[src/rtl/mem_pkg.sv]
// mem_pkg: shared encodings and limits for the load/store sequencer
package mem_pkg;
    localparam int MEM_BYTES = 65536;
    localparam int DW = 32;
    localparam logic [DW-1:0] MEM_LAST_LEGAL = DW'(MEM_BYTES - 4);
    localparam logic [1:0] SZ_BYTE = 2'b00;
    localparam logic [1:0] SZ_HALF = 2'b01;
    localparam logic [1:0] SZ_WORD = 2'b10;
    typedef enum logic [1:0] {IDLE, RD, WR, RESP} state_t;
endpackage

[src/rtl/mem_data_align.sv]
// mem_data_align: load extension and sub-word store merge on the memory word
module mem_data_align
    import mem_pkg::*;
(
    input  logic [1:0]    size,
    input  logic          sign_ext,
    input  logic [DW-1:0] rd_word,
    input  logic [DW-1:0] wdata,
    output logic [DW-1:0] load_ext,
    output logic [DW-1:0] store_merge
);
    always_comb begin
        load_ext = size == SZ_BYTE ? {{24{sign_ext & rd_word[7]}}, rd_word[7:0]}
                 : size == SZ_HALF ? {{16{sign_ext & rd_word[15]}}, rd_word[15:0]}
                 : rd_word;
        store_merge = size == SZ_BYTE ? {rd_word[31:8], wdata[7:0]}
                    : size == SZ_HALF ? {rd_word[31:16], wdata[15:0]}
                    : wdata;
    end
endmodule

[src/rtl/mem_access_unit.sv]
// mem_access_unit: turns byte/half/word load-store requests into memory cycles
module mem_access_unit
    import mem_pkg::*;
(
    input  logic          clk,
    input  logic          rst,
    input  logic          req,
    input  logic          we,
    input  logic [1:0]    size,
    input  logic          sign_ext,
    input  logic [DW-1:0] addr,
    input  logic [DW-1:0] wdata,
    output logic          busy,
    output logic          done,
    output logic          err,
    output logic [DW-1:0] rdata,
    output logic [DW-1:0] mem_adr,
    output logic [DW-1:0] mem_d_in,
    output logic          mem_mrd,
    output logic          mem_mwr,
    input  logic [DW-1:0] mem_d_out
);
    state_t state, next;
    logic we_r, sx_r, err_r, illegal;
    logic [1:0] size_r;
    logic [DW-1:0] wdata_r, load_ext, store_merge;

    assign illegal = size > SZ_WORD || addr > MEM_LAST_LEGAL;
    assign busy = state != IDLE;
    assign done = state == RESP;
    assign err = done & err_r;
    assign mem_mrd = state == RD;
    assign mem_mwr = state == WR;

    mem_data_align u_align (
        .size(size_r),
        .sign_ext(sx_r),
        .rd_word(mem_d_out),
        .wdata(wdata_r),
        .load_ext(load_ext),
        .store_merge(store_merge)
    );

    always_comb begin
        next = state;
        case (state)
            IDLE: next = !req ? IDLE : illegal ? RESP : (we && size == SZ_WORD) ? WR : RD;
            RD: next = we_r ? WR : RESP;
            WR: next = RESP;
            default: next = IDLE;
        endcase
    end

    always_ff @(posedge clk or posedge rst) begin
        if (rst) begin
            state <= IDLE;
            we_r <= 1'b0;
            sx_r <= 1'b0;
            err_r <= 1'b0;
            size_r <= SZ_BYTE;
            wdata_r <= '0;
            rdata <= '0;
            mem_adr <= '0;
            mem_d_in <= '0;
        end else begin
            state <= next;
            if (state == IDLE && req) begin
                mem_adr <= addr;
                we_r <= we;
                size_r <= size;
                sx_r <= sign_ext;
                wdata_r <= wdata;
                err_r <= illegal;
                if (!illegal && we && size == SZ_WORD) mem_d_in <= wdata;
            end
            // the read word is consumed at the RD edge: either as a load result or merge base
            if (state == RD) begin
                if (we_r) mem_d_in <= store_merge;
                else rdata <= load_ext;
            end
        end
    end
endmodule

[config.mk]
export PLATFORM = sky130hd
export DESIGN_NAME = mem_access_unit
export DESIGN_NICKNAME = d
export VERILOG_FILES = /design/src/rtl/mem_pkg.sv /design/src/rtl/mem_data_align.sv /design/src/rtl/mem_access_unit.sv
export SDC_FILE = /design/constraint.sdc
export NUM_CORES = 1
export LEC_CHECK = 0
export BUFFER_PORTS_ARGS = -buffer_cell sky130_fd_sc_hd__buf_2
export CAP_MARGIN = 15
export CORE_MARGIN = 2
export CORE_UTILIZATION = 50
export CTS_BUF_LIST = sky130_fd_sc_hd__clkbuf_2
export CTS_CLUSTER_SIZE = 14
export DETAILED_ROUTE_END_ITERATION = 8
export PLACE_DENSITY = 0.79
export SKIP_CTS_REPAIR_TIMING = 1
export SLEW_MARGIN = 0
export SYNTH_ARGS = -nofsm -noshare
export SYNTH_HDL_FRONTEND = slang
export SYNTH_HIERARCHICAL = 1
export SYNTH_SLANG_ARGS = --single-unit
[constraint.sdc]
create_clock -name clk -period 12.9 [get_ports clk]
set_input_delay 3.87 -clock clk [delete_from_list [all_inputs] [get_ports clk]]
set_output_delay 3.87 -clock clk [all_outputs]
set_load 0.02 [all_outputs]
==> summary by stage <==
STA
Setup repair after global routing left no endpoint under its margin. The worst max-slew margin expressed relative to the limit is 23.2%. The summed negative setup slack over all endpoints is 0 ps.

The share of the cycle needed by the critical path after routing is 47.4%. The count of final max-slew check failures is 0. The highest clock frequency the design can meet is 0.164 GHz. At the pin with the least slew margin, the transition time is 1150 ps. Setup slack on the critical path of the routed design comes to 6780 ps.

The final worst clock skew is 20.2 ps. The final critical-path required period is 6120 ps. The number of setup violations in the final report is 0. The final hold violation count is 0.

Critical path
The cell with the largest stage delay on the worst path is or4_2. On the worst path, the slowest cell contributes a delay of 1100 ps. The buffering stage count on the worst path with inverters included is 1.

The worst setup path is launched from an input pin. The category of the worst setup path capture point is a register. The critical path data arrival time is 6690 ps.

The critical path goes through buf_2, nand2_4, or3b_1, or4_2, mux2_4. Broken down by cell family, the worst path's largest delay share belongs to simple AND/OR/NAND/NOR gates. The setup path with the least slack is of type input pin to register.

Along the worst path, the maximum fanout reaches 72. Data on the critical path is required at its endpoint by 13470 ps.

Final layout
The filler cell count is 1036. The synthesis-to-layout area growth is 17.8%. The post-layout net count is 735.

In the final layout, the share of cells above drive strength 1 is 68.7%. The repair_antennas step left the layout with diodes totalling 0.

Drt
The via density per instance is 5.18. The average wire per cell in the routed design is 17.5 um. In this run the remaining antenna-violating nets after routing total 0. The number of DRC violations after detailed-routing iteration 0 is 147. The overall via count from detail_route is 4198. The detailed-router iteration count before antenna repair is 4. In the routed design, unresolved DRC markers number 0. After detailed routing, the total wire length is 14200 um.

Yosys
The top-area cell type share of the netlist area is 52.5%. A synthesized cell averages 14.5 um^2. mux2_2 is the most common cell in the netlist. In the synthesized netlist, the cells that appear most often are 158 x mux2_2, 135 x dfrtp_1, 30 x mux2_4. The post-synthesis cell type count is 34. The most used flip-flop cell after synthesis is dfrtp_1. In the synthesized netlist, the number of instances is 445. The netlist area before placement is 0.00643 mm^2. The share of the Yosys chip area taken by registers is 52.5%. The net count of the mapped netlist is 552. Yosys mapped a number of flops with a built-in enable equal to 0.

After synthesis the netlist holds a flip-flop and latch count of 135. Counting flops with an async set or reset pin after synthesis yields a share of 100%. After synthesis, the cell types taking the most area are dfrtp_1 53%, mux2_2 28%, mux2_4 7.0%. The cell type with the largest total area after synthesis is dfrtp_1. The Yosys step of the flow raised 6 warnings.

Floorplan
The number of ports placed on the die boundary is 204. The die covers 0.0138 mm^2. The floorplan step set the die width to 117 um. The initialized floorplan defines 41 standard-cell rows. Once the floorplan was initialized, standard cells occupied 51.2% of the core.

The core region is 0.0126 mm^2. The chip height is 117 um.

Run
Across the run, the number of max-cap violations was 0.

Clock network
The count of clock tree sinks is 135. The clock latency at the later pin of the worst-skew pair is 680 ps. The H-tree was split into 4 levels.

Clock tree synthesis selected as its root buffer the cell clkbuf_2. The largest buffer count on any clock path is 2. The clock-pin slew of the registers on the worst-case setup and hold paths is 180 ps. TritonCTS built the clock tree. The number of buffers created by CTS is 17.

Global route
The global-route wire length before repair is 23300 um. The overall routing resource usage is 21.5%. The initial antenna violation count was 1. The met2 global-route usage is 35.9%. The met3 track demand over resource in global routing is 7.78%. Summed over all layers, the global routing overflow is 0.

The maximum number of pins on one net before global-route repair is 75. The peak-usage layer in the global routing report is met2. The met1 routing resource usage after global routing is 25.6%. The via count of the first global-routing pass is 4592.

Power
The overall power is 1960 uW. The worst voltage drop across the vdd grid is 0.161 mV. The leakage power of the design is 0.00378 uW.

Dividing total power by cell area gives a power density of 259 mW/mm^2.

Place
The last weighted congestion value of the routability-driven placer is 0.780. The half-perimeter wire length after placement is 10000 um. Timing analysis after detailed placement gives a worst setup slack of 6060 ps. In this run the tool buffered the top-level ports with 203 buffer cells.

Worst hold path
The path category of the worst min-delay check is register to register.

Run status
The flow ran to the end, and the final reports show no timing, DRC or antenna violations.
worst paths after layout:
check | from | to | slack, ps | cells after the start
max | req | mem_d_in[26]$_DFF_PP0_ | 6780 | 5
min | wdata_r[21]$_DFFE_PP0P_ | wdata_r[21]$_DFFE_PP0P_ | 520 | 1
max reg2reg | state[0]$_DFF_PP0_ | mem_d_in[26]$_DFF_PP0_ | 9280 | 6
min reg2reg | wdata_r[21]$_DFFE_PP0P_ | wdata_r[21]$_DFFE_PP0P_ | 520 | 1
max in group asynchronous | rst | rdata[9]$_DFFE_PP0P_ | 8320 | 3
min in group asynchronous | rst | mem_adr[15]$_DFFE_PP0P_ | 3240 | 2
layout make-up:
type | count | area [um^2] | area share, %
inverters | 5 | 23.8 | 0.314
flip-flops and latches | 135 | 3380 | 44.6
clock inverters | 8 | 60.1 | 0.793
repair buffers | 206 | 1040 | 13.7
well taps | 172 | 215 | 2.84
clock buffers | 21 | 105 | 1.39
multi-input cells | 263 | 2760 | 36.4
power by group:
part / leakage, uW / internal, uW / switching (uW)
Sequential: 0.00161 / 634 / 122
Combinational: 0.00205 / 502 / 496
Clock: 0.000119 / 65.9 / 142
Total: 0.00378 / 1200 / 760
cells in the final DEF (no fill, tap or decap), types with 2 or more instances in the layout:
master    synthesis  final
buf_2             4    203
mux2_2          158    158
dfrtp_1         135    135
mux2_4           30     30
clkbuf_2          0     21
nand2_1          20     18
o21ai_2          10     10
a21o_1            8      8
o21ai_0           7      7
inv_1             5      4
nor4_1            4      4
nand4_1           4      4
ha_1              4      4
clkinv_1          0      4
clkinv_2          0      3
buf_4            17      3
nor3_1            2      2
logic make-up after synthesis:
kind of cell / after synthesis / synth area share, %
AO/OA/AOI/OAI: 29 / 3.31
buffers and inverters: 47 / 4.92
flip-flops: 135 / 52.5
AND/OR/NAND/NOR: 41 / 3.58
adder cells (fa/ha/maj): 4 / 0.778
multiplexers: 189 / 34.9
worst register-to-register path, stage by stage, from the launching register on:
cell,delay (ps)
dfrtp_1,440
inv_1,90
ha_1,260
nand2_4,550
or3b_1,580
or4_2,1100
mux2_4,500
sequential cells by signal, indices dropped and copies added, names as in the netlist:
name	count
size_r	2
mem_adr	32
state	2
err_r	1
we_r	1
rdata	32
mem_d_in	32
wdata_r	32
sx_r	1
routing by layer:
metal / wire [um] / share of wire (%)
met1: 5880 / 42
met2: 6970 / 49
met3: 1040 / 7.3
met4: 257 / 1.8
met5: 14 / 0.099
through the flow:
step / cells / util [%] / instance area (um^2) / hold slack, ps
after detailed placement: 781 / 59.0 / 7410 / 488
final: 810 / 60.3 / 7580 / 523
after global routing: 810 / 60.3 / 7580 / 539
after CTS: 810 / 60.3 / 7580 / 527
after global placement: 781 / 59.0 / 7410 / 463
after floorplan: 445 / - / 6430 / 442
Note: power is estimated with default switching activity, not from simulation.
